<file path="src/rtl/xtime_axi_pkg.sv">
// Shared types and helpers for the X-TIME AXI read-address path.
package xtime_axi_pkg;

  typedef enum logic [1:0] {
    ST_IDLE  = 2'd0,
    ST_ISSUE = 2'd1,
    ST_DRAIN = 2'd2,
    ST_DONE  = 2'd3
  } xtime_ar_state_e;

  // Bytes covered by one full AR burst; also the address stride between bursts.
  function automatic int calc_burst_bytes(input int burst_len, input int bytes_per_beat);
    return burst_len * bytes_per_beat;
  endfunction

  // Counter must be able to hold the value max_outstanding itself.
  function automatic int calc_cnt_width(input int max_outstanding);
    return $clog2(max_outstanding + 1);
  endfunction

endpackage

</file>
<file path="src/rtl/xtime_rd_ar_issuer_counter.sv">
// Up/down counter with load; simultaneous incr and decr cancel out.
module alt_counter #(
  parameter int                 C_WIDTH = 4,
  parameter logic [C_WIDTH-1:0] C_INIT  = '0
) (
  input  logic               clk,
  input  logic               rst,
  input  logic               load,
  input  logic [C_WIDTH-1:0] load_value,
  input  logic               incr,
  input  logic               decr,
  output logic [C_WIDTH-1:0] count,
  output logic               is_zero
);

  // Count register: load has priority, then a net increment or decrement.
  always_ff @(posedge clk) begin
    if (rst) begin
      count <= C_INIT;
    end else if (load) begin
      count <= load_value;
    end else if (incr && !decr) begin
      count <= count + C_WIDTH'(1);
    end else if (decr && !incr) begin
      count <= count - C_WIDTH'(1);
    end
  end

  assign is_zero = (count == '0);

endmodule

</file>
<file path="src/rtl/xtime_rd_ar_issuer.sv">
// Read-address issuer: splits a transfer into AR bursts, limits in-flight
// bursts with a credit counter and pulses ctrl_done when all have returned.
//
// state    | meaning
// ---------+--------------------------------------------------------------
// ST_IDLE  | waiting for ctrl_start
// ST_ISSUE | issuing AR bursts while beats remain and credit allows
// ST_DRAIN | all ARs issued; waiting for outstanding bursts to complete
// ST_DONE  | one-cycle completion, ctrl_done high
module xtime_rd_ar_issuer
  import xtime_axi_pkg::*;
#(
  parameter int C_ADDR_WIDTH      = 64,
  parameter int C_XFER_WIDTH      = 32,
  parameter int C_BYTES_PER_BEAT  = 64,
  parameter int C_BURST_LEN       = 64,
  parameter int C_MAX_OUTSTANDING = 16
) (
  input  logic                    aclk,
  input  logic                    areset,
  input  logic                    ctrl_start,
  input  logic [C_ADDR_WIDTH-1:0] ctrl_addr,
  input  logic [C_XFER_WIDTH-1:0] ctrl_xfer_beats,
  output logic                    ctrl_done,
  output logic                    ctrl_busy,
  output logic                    m_axi_arvalid,
  input  logic                    m_axi_arready,
  output logic [C_ADDR_WIDTH-1:0] m_axi_araddr,
  output logic [7:0]              m_axi_arlen,
  input  logic                    burst_done,
  output logic                    err_underflow
);

  localparam int LP_BURST_BYTES = calc_burst_bytes(C_BURST_LEN, C_BYTES_PER_BEAT);
  localparam int LP_CNT_W       = calc_cnt_width(C_MAX_OUTSTANDING);

  xtime_ar_state_e         state_q, state_d;
  logic [C_XFER_WIDTH-1:0] remaining_q, remaining_d, rem_after_hs;
  logic [C_ADDR_WIDTH-1:0] araddr_d;
  logic [7:0]              arlen_d;
  logic                    arvalid_d, done_d, busy_d;
  logic [LP_CNT_W-1:0]     out_cnt;
  logic                    cnt_zero, ar_hs, cnt_decr, credit_ok, credit_after_hs;

  assign ar_hs        = m_axi_arvalid & m_axi_arready;
  assign cnt_decr     = burst_done & ~cnt_zero;
  assign rem_after_hs = remaining_q - (C_XFER_WIDTH'(m_axi_arlen) + C_XFER_WIDTH'(1));
  // Credit looks only at the registered count plus this cycle's issue, so a
  // burst_done frees a slot two cycles later.
  assign credit_ok       = 32'(out_cnt) < 32'(C_MAX_OUTSTANDING);
  assign credit_after_hs = (32'(out_cnt) + 32'd1) < 32'(C_MAX_OUTSTANDING);

  function automatic logic [7:0] burst_arlen(input logic [C_XFER_WIDTH-1:0] rem);
    if (rem == '0) return 8'd0;
    if (64'(rem) >= 64'(C_BURST_LEN)) return 8'(C_BURST_LEN - 1);
    return 8'(rem - C_XFER_WIDTH'(1));
  endfunction

  alt_counter #(
    .C_WIDTH (LP_CNT_W),
    .C_INIT  ('0)
  ) u_out_cnt (
    .clk        (aclk),
    .rst        (areset),
    .load       (1'b0),
    .load_value ('0),
    .incr       (ar_hs),
    .decr       (cnt_decr),
    .count      (out_cnt),
    .is_zero    (cnt_zero)
  );

  // State register.
  always_ff @(posedge aclk) begin
    if (areset) state_q <= ST_IDLE;
    else        state_q <= state_d;
  end

  // Next-state logic. A zero-length transfer passes through DRAIN (count is
  // already zero) so ctrl_done lands two cycles after the start pulse.
  always_comb begin
    state_d = state_q;
    case (state_q)
      ST_IDLE:  if (ctrl_start) state_d = (ctrl_xfer_beats == '0) ? ST_DRAIN : ST_ISSUE;
      ST_ISSUE: if (ar_hs && rem_after_hs == '0) state_d = ST_DRAIN;
      ST_DRAIN: if (cnt_zero) state_d = ST_DONE;
      ST_DONE:  state_d = ST_IDLE;
      default:  state_d = ST_IDLE;
    endcase
  end

  // Next values for the registered outputs; an asserted AR is held until accepted.
  always_comb begin
    araddr_d    = m_axi_araddr;
    arlen_d     = m_axi_arlen;
    remaining_d = remaining_q;
    arvalid_d   = 1'b0;
    case (state_q)
      ST_IDLE: begin
        if (ctrl_start) begin
          araddr_d    = ctrl_addr;
          remaining_d = ctrl_xfer_beats;
          arlen_d     = burst_arlen(ctrl_xfer_beats);
          arvalid_d   = (ctrl_xfer_beats != '0) && credit_ok;
        end
      end
      ST_ISSUE: begin
        if (ar_hs) begin
          araddr_d    = m_axi_araddr + C_ADDR_WIDTH'(LP_BURST_BYTES);
          remaining_d = rem_after_hs;
          arlen_d     = burst_arlen(rem_after_hs);
          arvalid_d   = (rem_after_hs != '0) && credit_after_hs;
        end else begin
          arvalid_d   = m_axi_arvalid | ((remaining_q != '0) && credit_ok);
        end
      end
      default: ;
    endcase
    done_d = (state_d == ST_DONE);
    busy_d = (state_d != ST_IDLE);
  end

  // Output and datapath registers; underflow error is sticky until reset.
  always_ff @(posedge aclk) begin
    if (areset) begin
      m_axi_arvalid <= 1'b0;
      m_axi_araddr  <= '0;
      m_axi_arlen   <= '0;
      remaining_q   <= '0;
      ctrl_done     <= 1'b0;
      ctrl_busy     <= 1'b0;
      err_underflow <= 1'b0;
    end else begin
      m_axi_arvalid <= arvalid_d;
      m_axi_araddr  <= araddr_d;
      m_axi_arlen   <= arlen_d;
      remaining_q   <= remaining_d;
      ctrl_done     <= done_d;
      ctrl_busy     <= busy_d;
      err_underflow <= err_underflow | (burst_done & cnt_zero);
    end
  end

endmodule
</file>
<file path="config.mk">
export PLATFORM = sky130hd
export DESIGN_NAME = xtime_rd_ar_issuer
export DESIGN_NICKNAME = d
export VERILOG_FILES = /design/src/rtl/xtime_axi_pkg.sv /design/src/rtl/xtime_rd_ar_issuer_counter.sv /design/src/rtl/xtime_rd_ar_issuer.sv
export SDC_FILE = /design/constraint.sdc
export NUM_CORES = 1
export LEC_CHECK = 0
export BUFFER_PORTS_ARGS = -buffer_cell sky130_fd_sc_hd__buf_2
export CAP_MARGIN = 20
export CORE_MARGIN = 4
export CORE_UTILIZATION = 50
export DETAILED_ROUTE_END_ITERATION = 6
export PLACE_DENSITY = 0.75
export SKIP_LAST_GASP = 1
export SYNTH_ARGS = -nofsm -noshare
export SYNTH_HDL_FRONTEND = slang
export SYNTH_SLANG_ARGS = --single-unit
</file>
<file path="constraint.sdc">
create_clock -name aclk -period 3.5 [get_ports aclk]
set_input_delay 1.05 -clock aclk [delete_from_list [all_inputs] [get_ports aclk]]
set_output_delay 1.05 -clock aclk [all_outputs]
set_load 0.02 [all_outputs]
</file>
== Word level (Yosys, flattened, before mapping) ==
Cells that the tools add are included.
Cells by class
  reductions and logical operators: 19
  muxes and demuxes: 41
  eq/ne operators: 6
  div/mod/pow operators: 0
  $mul: 0
  magnitude comparators: 4
  $add $sub $neg: 8
  bitwise logic cells: 6
  shift operators: 0
Operator list (number)
  $mux W64: 2
  $pmux W64 S2: 1
  $reduce_bool A32 Y1: 3
  $mux W8: 10
  $add A64 B13 Y64 const B: 1
  $ge A32 B7 Y1 const B: 2
  $logic_not A32 Y1: 2
  $mux W32: 2
  $pmux W32 S2: 1
  $sub A32 B9 Y32: 1
  $mux W1: 16
  $pmux W8 S2: 1
  $sub A8 B1 Y8 const B: 2
  $mux W5: 2
  $add A8 B1 Y9 const B: 1
  $mux W2: 4
  $pmux W2 S4: 1
  $add A5 B1 Y6 const B: 1
  $eq A2 B2 Y1 const B: 3
  $logic_and A1 B1 Y1: 6
  $lt A6 B5 Y1 const B: 1
  $reduce_bool A2 Y1: 3
  $add A5 B1 Y5 const B: 1
  $logic_not A5 Y1: 1
  11 further kinds: 16
Storage, ports and cells
  ROM bits: 0
  memories: 0
  flip-flop bits (word level): 115
  memory bits (writable): 0
  output and inout port bits: 76
  latch bits: 0

== Longest topological paths before layout ==
  word-level depth: 13
  gate-level depth with buffers: 12
  mapped depth without buffers: 11

== Hierarchy ==
From an unflattened synthesis, not the netlist that was laid out.
Unflattened totals
  cells, all modules: 1072
  area, all modules: 7599.8 um^2
By module, submodules not included
  xtime_rd_ar_issuer: cells each 1020, instances 1, area each 7165.6 um^2, sequential area each 2202.1 um^2
  alt_counter: cells each 52, instances 1, area each 434.2 um^2, sequential area each 100.1 um^2

== Least setup slack after synthesis ==
Ideal clock, no wire load.
  path kind: register -> register
  start point: register m_axi_arlen[0]
  end point: register state_q[1]
  data arrival time: 3.045 ns
  setup slack: 0.395 ns
  data required time: 3.440 ns
  cell stages (with the launch flop): 12
  library setup time: 0.060 ns
  path buffers: 0
  path through: dfxtp_1 -> inv_1 -> ha_1 -> fa_1 -> a21o_1 -> a221oi_1 -> o21ai_2 -> nor3_1 -> xnor2_1 -> o2111ai_1 -> nor4_4 -> a41o_1
Between the ends
  word-level cells in the longest chain between the ends: 6
RTL lines
  start: declaration: line xtime_rd_ar_issuer.sv:29  | output logic [7:0] m_axi_arlen,
  start signal: assignment: line xtime_rd_ar_issuer.sv:136  | m_axi_arlen <= arlen_d;
  $add A8 B1 Y9: line xtime_rd_ar_issuer.sv:47  | assign rem_after_hs = remaining_q - (C_XFER_WIDTH'(m_axi_arlen) + C_XFER_WIDTH'(1));
  $sub A32 B9 Y32: line xtime_rd_ar_issuer.sv:47
  $logic_not A32 Y1: line xtime_rd_ar_issuer.sv:85  | ST_ISSUE: if (ar_hs && rem_after_hs == '0) state_d = ST_DRAIN;
  $logic_and A1 B1 Y1: line xtime_rd_ar_issuer.sv:85
  $mux W2: line xtime_rd_ar_issuer.sv:85
  $pmux W2 S4: line xtime_rd_ar_issuer.sv:83  | case (state_q)
  end signal: assignment: line xtime_rd_ar_issuer.sv:76  | else state_q <= state_d;
  end: declaration: line xtime_rd_ar_issuer.sv:37  | xtime_ar_state_e state_q, state_d;
No other way between the ends.
A chain may end at the register's enable or synchronous reset.

== Worst setup path after layout ==
  start point: register m_axi_arlen[0]
  end point: register m_axi_arvalid
Between the ends
  word-level cells in the longest chain between the ends: 6
RTL lines
  $add A8 B1 Y9: line xtime_rd_ar_issuer.sv:47
  $sub A32 B9 Y32: line xtime_rd_ar_issuer.sv:47
  $reduce_bool A32 Y1: line xtime_rd_ar_issuer.sv:112  | arvalid_d = (rem_after_hs != '0) && credit_after_hs;
  $logic_and A1 B1 Y1: line xtime_rd_ar_issuer.sv:112
  $mux W1: line xtime_rd_ar_issuer.sv:108  | if (ar_hs) begin
  $pmux W1 S2: line xtime_rd_ar_issuer.sv:98  | case (state_q)
  end signal: assignment: line xtime_rd_ar_issuer.sv:134  | m_axi_arvalid <= arvalid_d;
  end: declaration: line xtime_rd_ar_issuer.sv:26  | output logic m_axi_arvalid,
No other way between the ends.

==> flow_metrics.py <==
metrics = {
    "status": {
        "status": "completed",
    },
    "sta": {
        "holdWs_ns": 0.450,
        "hold_violations": 0,
        "rsz0062_at_grt": "false",
        "min_period_over_period_pct": 94.8,
        "slew_headroom_pct": 35.2,
        "clock-skew-final_ns": 0.00634,
        "min_period_ns": 3.32,
        "worst_pin_slew_ns": 0.972,
        "fmax_mhz": 301,
        "finalMaxSlewViolations": 0,
        "setup_viol": 0,
        "finalSetupTns_ns": 0,
    },
    "routing": {
        "ant_nets": 0,
        "routed_wl_mm": 25.5,
        "route.detailed.drc": 0,
        "vias": 8772,
        "via_per_inst": 6.15,
        "wl_per_cell_um": 17.9,
        "dr.pass1.iters": 7,
        "drt_first_iter_violations": 874,
    },
    "global_routing": {
        "grtUsageTotal_pct": 29.0,
        "grt_max_degree": 92,
        "antenna_found_initial": 1,
        "grt_pass1_vias": 8201,
        "gr-total-overflow": 0,
        "grt_pass1_wl_mm": 42.0,
    },
    "clock_tree": {
        "htreeDepth": 4,
        "cts_buffers": 17,
        "worst_skew_pair.late_latency_ns": 0.43,
        "clk_pin_slew_worst_paths_ns": 0.06,
        "cts.sinks": 115,
        "hold_buffers": 0,
        "clk_path_buf_depth": 2,
        "cts_tree": "built",
        "cts_root_buffer": "clkbuf_16",
    },
    "placement": {
        "gp_congestion": 0.992,
        "dp_hpwl_mm": 18.0,
        "io_buffers": 176,
    },
    "worst_hold_path": {
        "hold_class": "flop to flop",
        "min_from": "m_axi_araddr[8]",
        "min_to": "m_axi_araddr[8]",
        "hold_path_depth": 2,
    },
    "yosys": {
        "ys_seq_area_share_pct": 30.3,
        "yosys_warnings": 0,
        "syn_area_um2": 7590,
        "synthCells": 1073,
        "synth_nets": 1191,
        "yosysUniqueCellTypes": 72,
        "synth_ff_type": "dfxtp_1",
        "syn_avg_cell_area_um2": 7.08,
        "synth-edff-count": 0,
        "async_flop_share_pct": 0,
        "synth_seq_cells": 115,
    },
    "pwr": {
        "p_sw_share_pct": 36.0,
        "combPwrFrac_pct": 32.9,
        "p_leak_nw": 3.91,
        "seq_power_share_pct": 31.1,
        "ir_worst_vdd_mv": 0.376,
        "intPower_mw": 3.35,
        "p_clk_share_pct": 35.9,
        "p_per_area_nw_per_um2": 559,
        "switchingPower_mw": 1.88,
    },
    "die": {
        "ios": 177,
        "die_h_um": 131,
        "die_x_um": 131,
        "start_util_pct": 51.7,
        "die-area_um2": 17200,
        "coreArea_um2": 14700,
        "num_rows": 44,
    },
    "critical_path": {
        "cp-end-kind": "flop",
        "cp.arrival_ns": 3.60,
        "cp_max_fo": 11,
        "path_class": "flop to flop",
        "startpoint_type": "flop",
        "required_ns": 3.78,
        "reg2reg_depth": 11,
        "timing.rr.end": "m_axi_arvalid",
        "rrSetupSlack_ns": 0.18,
        "r2r_start": "m_axi_arlen[0]",
    },
    "final_layout": {
        "drive_above_1_share_pct": 22.0,
        "multi_input_area_um2": 4910,
        "mostFrequentLayoutCells": "buf_2 (175), nor2_1 (141), nand2_1 (139), dfxtp_1 (115), a21oi_1 (111)",
        "nets": 1347,
        "seq_area_um2": 2300,
        "mostFrequentLayoutCell": "buf_2",
        "syn2layout_area_growth_pct": 23.3,
        "fillCellCount": 1313,
        "antenna_cells": 0,
    },
    "job": {
        "max_cap_viol_count": 0,
    },
}
cell usage after synthesis (4+ instances only):
cell type | count | share of area [%]
o22ai_1 | 11 | 0.91
nand3_1 | 35 | 2.3
o211ai_1 | 4 | 0.40
a2111oi_0 | 4 | 0.46
o31ai_1 | 18 | 1.8
nor4_1 | 19 | 1.6
o21ai_0 | 74 | 4.9
o41ai_1 | 4 | 0.46
nor2b_1 | 4 | 0.33
a22oi_1 | 18 | 1.8
nor3b_1 | 8 | 0.79
a221oi_1 | 6 | 0.69
nor2_1 | 142 | 7.0
and2_1 | 4 | 0.33
a31oi_1 | 10 | 0.82
xor2_1 | 11 | 1.3
nand4_1 | 23 | 1.9
and4_1 | 4 | 0.46
nor3_1 | 46 | 3.0
nand2_1 | 140 | 6.9
o21bai_1 | 4 | 0.40
dfxtp_1 | 115 | 30
clkbuf_1 | 59 | 2.9
inv_1 | 23 | 1.1
a21oi_1 | 111 | 7.3
a211oi_1 | 24 | 2.4
or3_1 | 9 | 0.74
a311oi_1 | 12 | 1.4
clkbuf_8 | 4 | 0.72
ha_1 | 15 | 2.5
xnor2_1 | 11 | 1.3
or4_1 | 4 | 0.40
buf_1 | 9 | 0.44
and3_1 | 16 | 1.3
nand2b_1 | 7 | 0.58
a21o_1 | 7 | 0.69
state kept, by name (all words and copies together), names as in the netlist:
signal           count
m_axi_araddr        64
err_underflow        1
ctrl_busy            1
m_axi_arvalid        1
ctrl_done            1
remaining_q         32
state_q              2
m_axi_arlen          8
u_out_cnt.count      5
routing by layer:
metal	GRT usage (%)	part of all wire [%]
met3	7.45	9.4
met1	40.5	45
met5	0	0.051
met2	44.2	43
met4	8.58	2.0
cell families after synthesis:
group	Yosys count	share of synthesized area, %
fa+ha+maj	17	3.00
xor+xnor	22	2.54
simple gates	480	29.9
mux	5	0.708
buf+inv	101	5.82
flops	115	30.3
compound gates	333	27.7
repair_timing:
action | 4_1_cts | 5_1_grt
setup endpoints to repair | 2 | 10
pin swaps | 0 | 0
resized for setup | 1 | 4
setup buffers | 0 | 0
area by class of cell:
cell class              instances  area share [%]
multi-input cells             857            52.4
flip-flops and latches        115            24.6
repair buffers                215            12.8
clock buffers                  19            4.84
well taps                     184            2.46
clock inverters                13            1.92
inverters                      23           0.922
critical path, cell delays in order, from the launching register on:
cell       delay [ns]
dfxtp_1          0.33
inv_1            0.06
ha_1             0.23
fa_1             0.40
a21o_1           0.20
a221oi_2         0.33
o21ai_2          0.24
nor3_2           0.33
xnor2_1          0.21
o2111ai_1        0.21
nor4_4           0.45
o21ai_0          0.18
power by group through the flow:
stage          Sequential, mW  Clock, mW  Combinational [mW]
3_5_place_dp             1.65          0                1.67
2_1_floorplan            1.69          0                1.10
3_3_place_gp             1.64          0                1.66
4_1_cts                  1.62       1.90                1.69
5_1_grt                  1.65       1.95                1.90
6_report                 1.63       1.88                1.72
per-stage QoR:
step | setup slack, ns | cell area (um2) | instances | power, mW | utilization, %
finish | 0.181 | 9360 | 1426 | 5.23 | 63.7
global placement | 0.223 | 8700 | 1394 | 3.30 | 59.2
CTS | 0.132 | 9340 | 1426 | 5.21 | 63.5
detailed placement | 0.0964 | 8700 | 1394 | 3.31 | 59.2
floorplan | 0.395 | 7590 | 1073 | 2.79 | -
global route | 0.0148 | 9360 | 1426 | 5.51 | 63.7
worst max path at each step:
stage / cells after the start / end / from / slack (ns)
3_3_place_gp: 11 / state_q[1] / m_axi_arlen[0] / 0.22
3_5_place_dp: 11 / state_q[1] / m_axi_arlen[0] / 0.1
6_report: 11 / m_axi_arvalid / m_axi_arlen[0] / 0.18
4_1_cts: 11 / m_axi_arvalid / m_axi_arlen[0] / 0.13
2_1_floorplan: 11 / state_q[1] / m_axi_arlen[0] / 0.39
5_1_grt: 11 / m_axi_arvalid / m_axi_arlen[0] / 0.01
Power figures use the tool's default switching activity.
